`src/rtl/mem_wb_pipe.sv`:
```
// MEM/WB elastic pipeline: DEPTH valid/ready register stages with write-back mux and forwarding lookup.
// Optional forwarding lookup is enabled by defining MEM_WB_PIPE_FWD_EN; otherwise the fwd outputs are tied to 0.
module mem_wb_pipe #(
   parameter int DATA_W = 32,
   parameter int REG_W  = 5,
   parameter int DEPTH  = 2
) (
   input  logic              clk,
   input  logic              rst,
   input  logic              in_valid,
   output logic              in_ready,
   input  logic              WriteRegIn,
   input  logic              MemToRegIn,
   input  logic [DATA_W-1:0] dataMemoryDataIn,
   input  logic [DATA_W-1:0] ALUResultIn,
   input  logic [REG_W-1:0]  registerIn,
   input  logic              flush,
   output logic              out_valid,
   input  logic              out_ready,
   output logic              WriteRegOut,
   output logic              MemToRegOut,
   output logic [DATA_W-1:0] dataMemoryDataOut,
   output logic [DATA_W-1:0] ALUResultOut,
   output logic [REG_W-1:0]  registerOut,
   output logic [DATA_W-1:0] wb_data,
   output logic              wb_we,
   output logic [2:0]        occupancy,
   input  logic [REG_W-1:0]  fwd_rs_addr,
   input  logic [REG_W-1:0]  fwd_rt_addr,
   output logic              fwd_rs_hit,
   output logic              fwd_rt_hit,
   output logic [DATA_W-1:0] fwd_rs_data,
   output logic [DATA_W-1:0] fwd_rt_data
);

   typedef struct packed {
      logic              we;
      logic              m2r;
      logic [DATA_W-1:0] mem;
      logic [DATA_W-1:0] alu;
      logic [REG_W-1:0]  rd;
   } entry_t;

   function automatic logic [DATA_W-1:0] wb_of(input entry_t e);
      return e.m2r ? e.mem : e.alu;
   endfunction

   entry_t           stage_q [DEPTH];
   entry_t           src_e   [DEPTH];
   entry_t           out_e;
   logic [DEPTH-1:0] valid_q;
   logic [DEPTH-1:0] src_v;
   logic [DEPTH-1:0] load;
   logic             acc;

   // NOTE: load[i] is written in closed form (out_ready or any empty slot at or after i)
   // instead of chaining load[i+1], so there is no combinational self-loop on the vector.
   always_comb begin
      acc  = 1'b0;
      load = '0;
      for (int i = 0; i < DEPTH; i++) begin
         acc = out_ready;
         for (int j = i; j < DEPTH; j++) acc = acc | ~valid_q[j];
         load[i] = acc;
      end
   end

   assign in_ready = load[0] & ~flush;

   always_comb begin
      src_v    = '0;
      src_v[0] = in_valid & in_ready;
      src_e[0] = '{we: WriteRegIn, m2r: MemToRegIn, mem: dataMemoryDataIn,
                   alu: ALUResultIn, rd: registerIn};
      for (int i = 1; i < DEPTH; i++) begin
         src_v[i] = valid_q[i-1];
         src_e[i] = stage_q[i-1];
      end
   end

   // NOTE: payload registers are reset as well as valid bits, so a freshly reset pipe
   // shows all-zero state even before the first entry is loaded.
   always_ff @(posedge clk) begin
      if (rst) begin
         valid_q <= '0;
         for (int i = 0; i < DEPTH; i++) stage_q[i] <= '0;
      end else if (flush) begin
         valid_q <= '0;
      end else begin
         for (int i = 0; i < DEPTH; i++) begin
            if (load[i]) begin
               valid_q[i] <= src_v[i];
               stage_q[i] <= src_e[i];
            end
         end
      end
   end

   assign out_valid         = valid_q[DEPTH-1];
   assign out_e             = out_valid ? stage_q[DEPTH-1] : '0;
   assign WriteRegOut       = out_e.we;
   assign MemToRegOut       = out_e.m2r;
   assign dataMemoryDataOut = out_e.mem;
   assign ALUResultOut      = out_e.alu;
   assign registerOut       = out_e.rd;
   assign wb_data           = wb_of(out_e);
   assign wb_we             = out_valid & out_ready & out_e.we & ~flush;

   always_comb begin
      occupancy = '0;
      for (int i = 0; i < DEPTH; i++) occupancy = occupancy + 3'(valid_q[i]);
   end

`ifdef MEM_WB_PIPE_FWD_EN
   // Scan oldest to youngest so the lowest-index match is the last one written.
   always_comb begin
      fwd_rs_hit  = 1'b0;
      fwd_rt_hit  = 1'b0;
      fwd_rs_data = '0;
      fwd_rt_data = '0;
      for (int i = DEPTH - 1; i >= 0; i--) begin
         if (valid_q[i] && stage_q[i].we && stage_q[i].rd == fwd_rs_addr && fwd_rs_addr != '0) begin
            fwd_rs_hit  = 1'b1;
            fwd_rs_data = wb_of(stage_q[i]);
         end
         if (valid_q[i] && stage_q[i].we && stage_q[i].rd == fwd_rt_addr && fwd_rt_addr != '0) begin
            fwd_rt_hit  = 1'b1;
            fwd_rt_data = wb_of(stage_q[i]);
         end
      end
   end
`else
   logic unused_fwd;
   assign unused_fwd  = ^{fwd_rs_addr, fwd_rt_addr};
   assign fwd_rs_hit  = 1'b0;
   assign fwd_rt_hit  = 1'b0;
   assign fwd_rs_data = '0;
   assign fwd_rt_data = '0;
`endif

endmodule
```
`config.mk`:
```
export PLATFORM = sky130hd
export DESIGN_NAME = mem_wb_pipe
export DESIGN_NICKNAME = d
export VERILOG_FILES = /design/src/rtl/mem_wb_pipe.sv
export SDC_FILE = /design/constraint.sdc
export NUM_CORES = 1
export LEC_CHECK = 0
export CORE_MARGIN = 4
export CORE_UTILIZATION = 42
export CTS_CLUSTER_SIZE = 14
export DETAILED_ROUTE_END_ITERATION = 10
export PLACE_DENSITY = 0.78
export SYNTH_ARGS = -nofsm -noshare
export SYNTH_HDL_FRONTEND = slang
export SYNTH_SLANG_ARGS = --single-unit
```
`constraint.sdc`:
```
create_clock -name clk -period 5.9 [get_ports clk]
set_input_delay 1.475 -clock clk [delete_from_list [all_inputs] [get_ports clk]]
set_output_delay 1.475 -clock clk [all_outputs]
set_load 0.05 [all_outputs]
```
==> flow_summary.yaml, run 1 <==
timing:
  hold_ws_ps: 565
  fin_tns_setup_ps: 0
  hold_viol_final: 0
  layout_setup_ws_ps: 1280
  relSlewSlack_pct: 17.6
  tightest_slew_ps: 1230
  setup_viol: 0
  period_share_pct: 78.3
  finClkSkew_ps: 12.7
  max_freq_mhz: 217
  grt_setup_unrepaired: "no"
  period_needed_ps: 4620
  report.final.slew_viol_count: 0
power:
  p_seq_share_pct: 47.6
  intPower_w: 0.00194
  switching_share_pct: 25.0
  p_switching_w: 0.000648
  powerDensity_nw_per_um2: 265
  fin_total_pwr_w: 0.00259
  pwr-share-comb_pct: 11.7
  ir_drop_uv: 199
  pwr-share-clk_pct: 40.7
  p_leak_nw: 3.46
die:
  placementRows: 48
  die-area_um2: 20100
  die-height_um: 142
  pin_count: 261
  initial_core_util_pct: 43.2
  coreArea_um2: 17400
  die_width_um: 142
finish:
  diodes: 0
  seq_area_um2: 4310
  layout-drive-gt1-share_pct: 14.9
  multi_input_area_um2: 2690
  fillCellCount: 1386
  fin_nets: 797
  area_growth_syn_to_layout_pct: 29.9
clock_network:
  cts_root_buf: "clkbuf_16"
  hold_buffers: 0
  cts_tree: "yes"
  clk_pin_slew_ps: 60
  clk_latency_ps: 420
  htree_levels: 4
  post_cts_buffers: 0
  cts_inserted_buffers: 17
  cts-resized-gates: 0
  cts.sinks: 144
  cts_buffer_depth: 2
synth:
  synth-seq-cells: 144
  synth_cell_types: 18
  dominantRegCellSynth: "edfxtp_1"
  syn_avg_cell_area_um2: 13.8
  netlist_area_um2: 7530
  ys_top_cells_by_area: "edfxtp_1, nor3b_2, nor3b_1, buf_4, and2_1"
  ys_warn_count: 0
  netlist.area_leader.share_pct: 56.6
  synth-edff-count: 142
  synthCells: 546
  yosys.area.top_type: "edfxtp_1"
  ys_seq_area_share_pct: 57.1
  postSynth.asyncResetShare_pct: 0
global_route:
  antenna_found_initial: 1
  track_usage_pct: 15.3
  grt_pass1_wl_mm: 24.0
  grt_pass1_vias: 4618
  gr-total-overflow: 0
  grt_max_degree: 145
detailed_routing:
  ant_nets: 0
  viasPerCell: 4.74
  drt_iter0_drc: 165
  drc: 0
  vias: 4498
  firstDrtPassIters: 4
  drt_wl_total_mm: 15.6
  wl_per_cell_um: 16.5
outcome:
  outcome: "finished clean"
placement:
  dp_hpwl_mm: 10.4
  place_congestion: 0.760
  portBuffers: 183
  pre_cts_ws_ps: 1250
critical_path:
  cp-end-kind: "output port"
  crit_type: "primary input to output port"
  critical_path.max_fanout: 3
  required_ps: 4430
  arrival_ps: 3140
  worst_setup_path_start_kind: "primary input"
flow_run:
  drv_cap: 0
worst_hold_path:
  min_path_type: "flip-flop to flip-flop"
-- cell usage after synthesis, drive strengths merged, types with 2 or more instances --
library cell	count
mux2i	32
and2	71
edfxtp	142
nor3b	142
o21ba	2
and3b	2
o21bai	2
dfxtp	2
nor2b	33
clkbuf	11
buf	103
-- flip-flops by register name (all words and copies together) (netlist names) --
signal / cells
stage_q: 142
valid_q: 2
-- path summary, 6_finish.rpt --
| kind | startpoint | slack [ps] | cells past startpoint | endpoint |
|---|---|---|---|---|
| setup / recovery | out_ready | 1280 | 4 | in_ready |
| hold / removal | stage_q[0][22] | 570 | 1 | stage_q[0][93] |
| setup reg to reg | valid_q[1] | 2640 | 5 | stage_q[0][11] |
| hold reg to reg | stage_q[0][22] | 570 | 1 | stage_q[0][93] |
-- cells in the final DEF (no fill, tap or decap) --
| cell | count |
|---|---|
| nor3b_2 | 60 |
| clkinv_4 | 3 |
| o21bai_4 | 2 |
| mux2i_1 | 32 |
| dfxtp_1 | 1 |
| nor3b_1 | 82 |
| ha_1 | 1 |
| conb_1 | 67 |
| clkinvlp_4 | 4 |
| and3b_4 | 1 |
| and3b_1 | 1 |
| and2_1 | 71 |
| edfxtp_1 | 142 |
| nor2b_1 | 33 |
| clkbuf_16 | 17 |
| bufinv_16 | 2 |
| dfxtp_2 | 1 |
| clkinv_2 | 1 |
| o21ba_2 | 2 |
| clkdlybuf4s50_1 | 183 |
| clkbuf_1 | 1 |
| nor2_1 | 1 |
| buf_12 | 1 |
| or2_4 | 1 |
| inv_6 | 4 |
| buf_4 | 9 |
-- per-stage QoR --
stage | area (um2) | cells | util (%)
floorplan | 7780 | 612 | -
global placement | 9200 | 916 | 52.8
detailed placement | 9200 | 916 | 52.8
CTS | 9780 | 948 | 56.2
global route | 9780 | 948 | 56.2
finish | 9780 | 948 | 56.2
-- logic make-up (layout without fill, tap and decap cells) --
| group | Yosys count | after routing | share of synthesized area, % |
|---|---|---|---|
| compound gates | 4 | 4 | 0.465 |
| fa+ha+maj | 1 | 1 | 0.166 |
| buf+inv | 114 | 225 | 10.8 |
| flops | 144 | 144 | 57.1 |
| mux | 32 | 32 | 4.25 |
| other cells | 1 | 67 | 0.0498 |
| simple gates | 250 | 250 | 27.1 |
-- layout make-up --
type,instances,area share [%]
tap,225,2.88
clock buffer,18,4.39
multi-input combinational,354,27.5
sequential,144,44.0
clock inverter,14,1.60
timing repair buffer,193,19.6
-- power groups by stage --
stage,Sequential (W),Combinational (W),Clock (W)
floorplan,0.00125,0.000257,0
global placement,0.00125,0.000299,0
detailed placement,0.00126,0.000304,0
CTS,0.00124,0.000305,0.00108
global route,0.00124,0.000322,0.00113
finish,0.00124,0.000303,0.00105
-- layer usage --
metal  vias to the layer above  GRT usage [%]  routed length [um]
met5                         -              0                  20
met4                         2           5.40                 251
met3                        20           4.01                1090
met2                       177           26.4                7960
met1                      2171           18.6                6280
li1                       2128              -                   -
-- worst max-delay path, cell delays in order --
cell and delay (ps):
clkdlybuf4s50_1 490, and3b_4 210, nor2_1 130, clkdlybuf4s50_1 830
No activity file was read; power rests on OpenSTA's default activity.
==> run 2: changes to the inputs <==
CORE_UTILIZATION = 46   (was 42)
PLACE_DENSITY = 0.81   (was 0.78)
clock period = 4.6 ns   (was 5.9 ns; I/O delays follow)
==> flow_summary.yaml, run 2 (synthesized netlist as in run 1, its figures left out) <==
die:
  die_width_um: 136
  initial_core_util_pct: 47.2
  placementRows: 46
  pin_count: 261
  die-area_um2: 18500
  coreArea_um2: 15900
  die-height_um: 136
critical_path:
  required_ps: 3450
  cp-end-kind: "output port"
  crit_slowest_cell: "clkdlybuf4s50_1"
  critical_path.max_fanout: 5
  slowest_delay_ps: 800
  worst_setup_path_start_kind: "primary input"
  critPathLaunch: "flush"
  arrival_ps: 2800
  path_cells: "clkdlybuf4s50_1 -> and3b_1 -> clkdlybuf4s50_1"
  r2r-start: "valid_q[1]"
  crit_type: "primary input to output port"
  crit_top_cell: "clkdlybuf4s50_1"
power:
  p_leak_nw: 3.47
  powerDensity_nw_per_um2: 344
  ir_drop_uv: 228
timing:
  hold_viol_final: 0
  setup_viol: 0
  tightest_slew_ps: 816
  period_needed_ps: 3950
  relSlewSlack_pct: 45.6
  max_freq_mhz: 253
  fin_tns_setup_ps: 0
  finClkSkew_ps: 5.61
  report.final.slew_viol_count: 0
  grt_setup_unrepaired: "no"
  period_share_pct: 85.8
finish:
  fin_nets: 797
  layout-drive-gt1-share_pct: 14.4
  largest_reg_flops: 142
  top_regs: "stage_q x142, valid_q x2"
  largest-register: "stage_q"
  final_cell_mix: "clkdlybuf4s50_1, edfxtp_1, nor3b_1"
  area_growth_syn_to_layout_pct: 30.2
  final_common_cell: "clkdlybuf4s50_1"
  diodes: 0
  finish.utilization_pct: 61.5
worst_hold_path:
  min_path_type: "flip-flop to flip-flop"
  min_from: "stage_q[0][16]"
global_route:
  track_usage_pct: 16.6
  antenna_found_initial: 0
  grt_max_degree: 145
  gr-total-overflow: 0
  grt_pass1_wl_mm: 23.8
  grt_pass1_vias: 4668
detailed_routing:
  drt_wl_total_mm: 15.7
  wl_per_cell_um: 16.8
  vias: 4572
  viasPerCell: 4.87
  firstDrtPassIters: 4
  drc: 0
  ant_nets: 0
  drt_iter0_drc: 207
clock_network:
  cts_buffer_depth: 2
  hold_buffers: 0
  post_cts_buffers: 0
  htree_levels: 4
  cts_inserted_buffers: 17
  cts.sinks: 144
  cts-resized-gates: 0
  cts_root_buf: "clkbuf_16"
  clk_pin_slew_ps: 60
  cts_tree: "yes"
  clk_latency_ps: 400
placement:
  place_congestion: 0.799
  portBuffers: 183
  dp_hpwl_mm: 10.5
outcome:
  outcome: "finished clean"
flow_run:
  drv_cap: 0
## run 2: cell count changes in the layout (fill, tap and decap cells not counted)
| cell | before | now |
|---|---|---|
| inv_6 | 4 | 0 |
| clkinv_1 | 0 | 3 |
| buf_12 | 1 | 3 |
| bufinv_16 | 2 | 4 |
| clkinv_4 | 3 | 1 |
| buf_4 | 9 | 8 |
| clkbuf_1 | 1 | 2 |
| clkdlybuf4s50_1 | 183 | 182 |
| clkinvlp_4 | 4 | 3 |
## run 2: power breakdown
group	total [W]	internal, W	switching [W]
combinational	0.000389	0.000141	0.000248
clock	0.00140	0.000898	0.000502
sequential	0.00159	0.00155	0.0000371
## run 2: area by class of cell
type | instances | area, um2
Timing Repair Buffer | 193 | 1940
Clock inverter | 12 | 168
Clock buffer | 19 | 433
Sequential cell | 144 | 4310
Multi-Input combinational cell | 354 | 2690
Tap cell | 216 | 270
Fill cell | 1213 | 6130
## run 2: layer usage
metal	up-vias	wire (um)	GRT usage (%)
met2	210	8010	29.3
met4	0	362	7.00
met5	-	0	0
met3	28	1300	5.18
met1	2209	6040	18.7
li1	2125	-	-
## run 2: through the flow
| step | hold WS [ps] | total power (W) | area (um2) | worst slack, ps | std cells |
|---|---|---|---|---|---|
| floorplan | 477 | 0.00193 | 7790 | 568 | 612 |
| global placement | 539 | 0.00199 | 9210 | 671 | 907 |
| detailed placement | 550 | 0.00200 | 9210 | 652 | 907 |
| CTS | 568 | 0.00341 | 9810 | 597 | 938 |
| global route | 577 | 0.00350 | 9810 | 449 | 938 |
| finish | 562 | 0.00338 | 9810 | 655 | 938 |
## run 2: final timing paths
| kind | endpoint | slack [ps] | cells after the start |
|---|---|---|---|
| max | wb_we | 650 | 3 |
| min | stage_q[0][87] | 560 | 1 |
| max reg2reg | stage_q[0][7] | 2120 | 4 |
| min reg2reg | stage_q[0][87] | 560 | 1 |
## run 2: critical path: cells and delay by family
family / cells / cell delay [ps]
buf+inv: 2 / 1350
simple gates: 1 / 290
==> run 3: changes to the inputs <==
CORE_UTILIZATION = 45   (was 46)
PLACE_DENSITY = 0.8   (was 0.81)
==> flow_summary.yaml, run 3 (synthesized netlist as in run 1, its figures left out) <==
outcome:
  outcome: "finished clean"
die:
  placementRows: 47
  die_width_um: 137
  die-height_um: 137
  initial_core_util_pct: 45.7
  pin_count: 261
  die-area_um2: 18900
  coreArea_um2: 16500
finish:
  diodes: 0
  top_regs: "stage_q x142, valid_q x2"
  fin_nets: 799
  largest_reg_flops: 142
  largest-register: "stage_q"
  seq_area_um2: 4310
  stdcell_area_um2: 9800
  fillCellCount: 1279
  final_common_cell: "clkdlybuf4s50_1"
  multi_input_area_um2: 2690
  area_growth_syn_to_layout_pct: 30.1
  layout-drive-gt1-share_pct: 15.2
  final_cell_mix: "clkdlybuf4s50_1, edfxtp_1, nor3b_1"
critical_path:
  arrival_ps: 2780
  crit_slowest_cell: "clkdlybuf4s50_1"
  slowest_delay_ps: 800
  worst_setup_path_start_kind: "primary input"
  path_cells: "clkdlybuf4s50_1 -> and3b_1 -> clkdlybuf4s50_1"
  crit_top_cell: "clkdlybuf4s50_1"
  critical_path.max_fanout: 5
  crit_type: "primary input to output port"
  required_ps: 3450
  cp-end-kind: "output port"
detailed_routing:
  firstDrtPassIters: 4
  vias: 4561
  drc: 0
  ant_nets: 0
  wl_per_cell_um: 16.5
  drt_iter0_drc: 232
  viasPerCell: 4.83
  drt_wl_total_mm: 15.6
global_route:
  grt_pass1_wl_mm: 23.3
  antenna_found_initial: 0
  gr-total-overflow: 0
  grt_max_degree: 75
  track_usage_pct: 16.2
  grt_pass1_vias: 4590
clock_network:
  cts_root_buf: "clkbuf_16"
  htree_levels: 4
  post_cts_buffers: 0
  clk_pin_slew_ps: 60
  cts-resized-gates: 0
  hold_buffers: 0
  cts.sinks: 144
  clk_latency_ps: 410
  cts_inserted_buffers: 17
  cts_tree: "yes"
  cts_buffer_depth: 2
power:
  p_leak_nw: 3.47
  ir_drop_uv: 233
  powerDensity_nw_per_um2: 343
  fin_total_pwr_w: 0.00336
timing:
  grt_setup_unrepaired: "no"
  period_needed_ps: 3930
  period_share_pct: 85.3
  finClkSkew_ps: 9.13
  report.final.slew_viol_count: 0
  setup_viol: 0
  hold_viol_final: 0
  fin_tns_setup_ps: 0
  tightest_slew_ps: 920
  relSlewSlack_pct: 38.7
  max_freq_mhz: 255
placement:
  place_congestion: 0.777
  portBuffers: 183
  dpl-instance-area_um2: 9210
  dp_hpwl_mm: 10.4
flow_run:
  drv_cap: 0
worst_hold_path:
  min_path_type: "flip-flop to flip-flop"
[run 3: cell types whose count changed in the layout (fill, tap and decap cells not counted)]
cell	delta
buf_12	-2
buf_4	+4
bufinv_16	-1
clkinv_1	-3
clkinv_2	+2
clkinvlp_4	+1
inv_6	+2
[run 3: metal layers]
layer | vias up | track usage, % | routed length [um]
met5 | - | 0 | 0
met4 | 0 | 5.27 | 254
met3 | 18 | 5.99 | 1410
met2 | 196 | 27.7 | 7990
met1 | 2211 | 18.7 | 5910
li1 | 2136 | - | -
[run 3: final timing paths]
kind	startpoint	to	slack (ps)	cells after the start
setup / recovery	flush	wb_we	670	3
hold / removal	stage_q[0][12]	stage_q[0][83]	560	1
setup reg to reg	valid_q[1]	stage_q[0][42]	2030	4
hold reg to reg	stage_q[0][12]	stage_q[0][83]	560	1
[run 3: layout make-up]
class / count / share of cell area [%]
sequential: 144 / 43.9
multi-input combinational: 354 / 27.5
timing repair buffer: 195 / 19.7
clock buffer: 19 / 4.42
tap: 220 / 2.81
clock inverter: 13 / 1.65
[run 3: critical path: cells and delay by family]
kind | cells | cell delay [ps]
and+or+nand+nor | 1 | 270
buffers and inverters | 2 | 1350
[run 3: report_power, final]
part | leakage (nW) | internal, W | total (W) | switching, W
clock network | 0.280 | 0.000854 | 0.00139 | 0.000534
registers | 1.56 | 0.00155 | 0.00159 | 0.0000370
logic | 1.63 | 0.000140 | 0.000387 | 0.000247
[run 3: metrics by stage]
stage | utilization [%] | std cells | hold slack [ps] | setup slack [ps]
5_1_grt | 59.5 | 945 | 582 | 481
6_report | 59.5 | 945 | 563 | 675
4_1_cts | 59.5 | 945 | 568 | 670
2_1_floorplan | - | 612 | 477 | 568
3_5_place_dp | 55.9 | 913 | 550 | 690
3_3_place_gp | 55.9 | 913 | 539 | 678
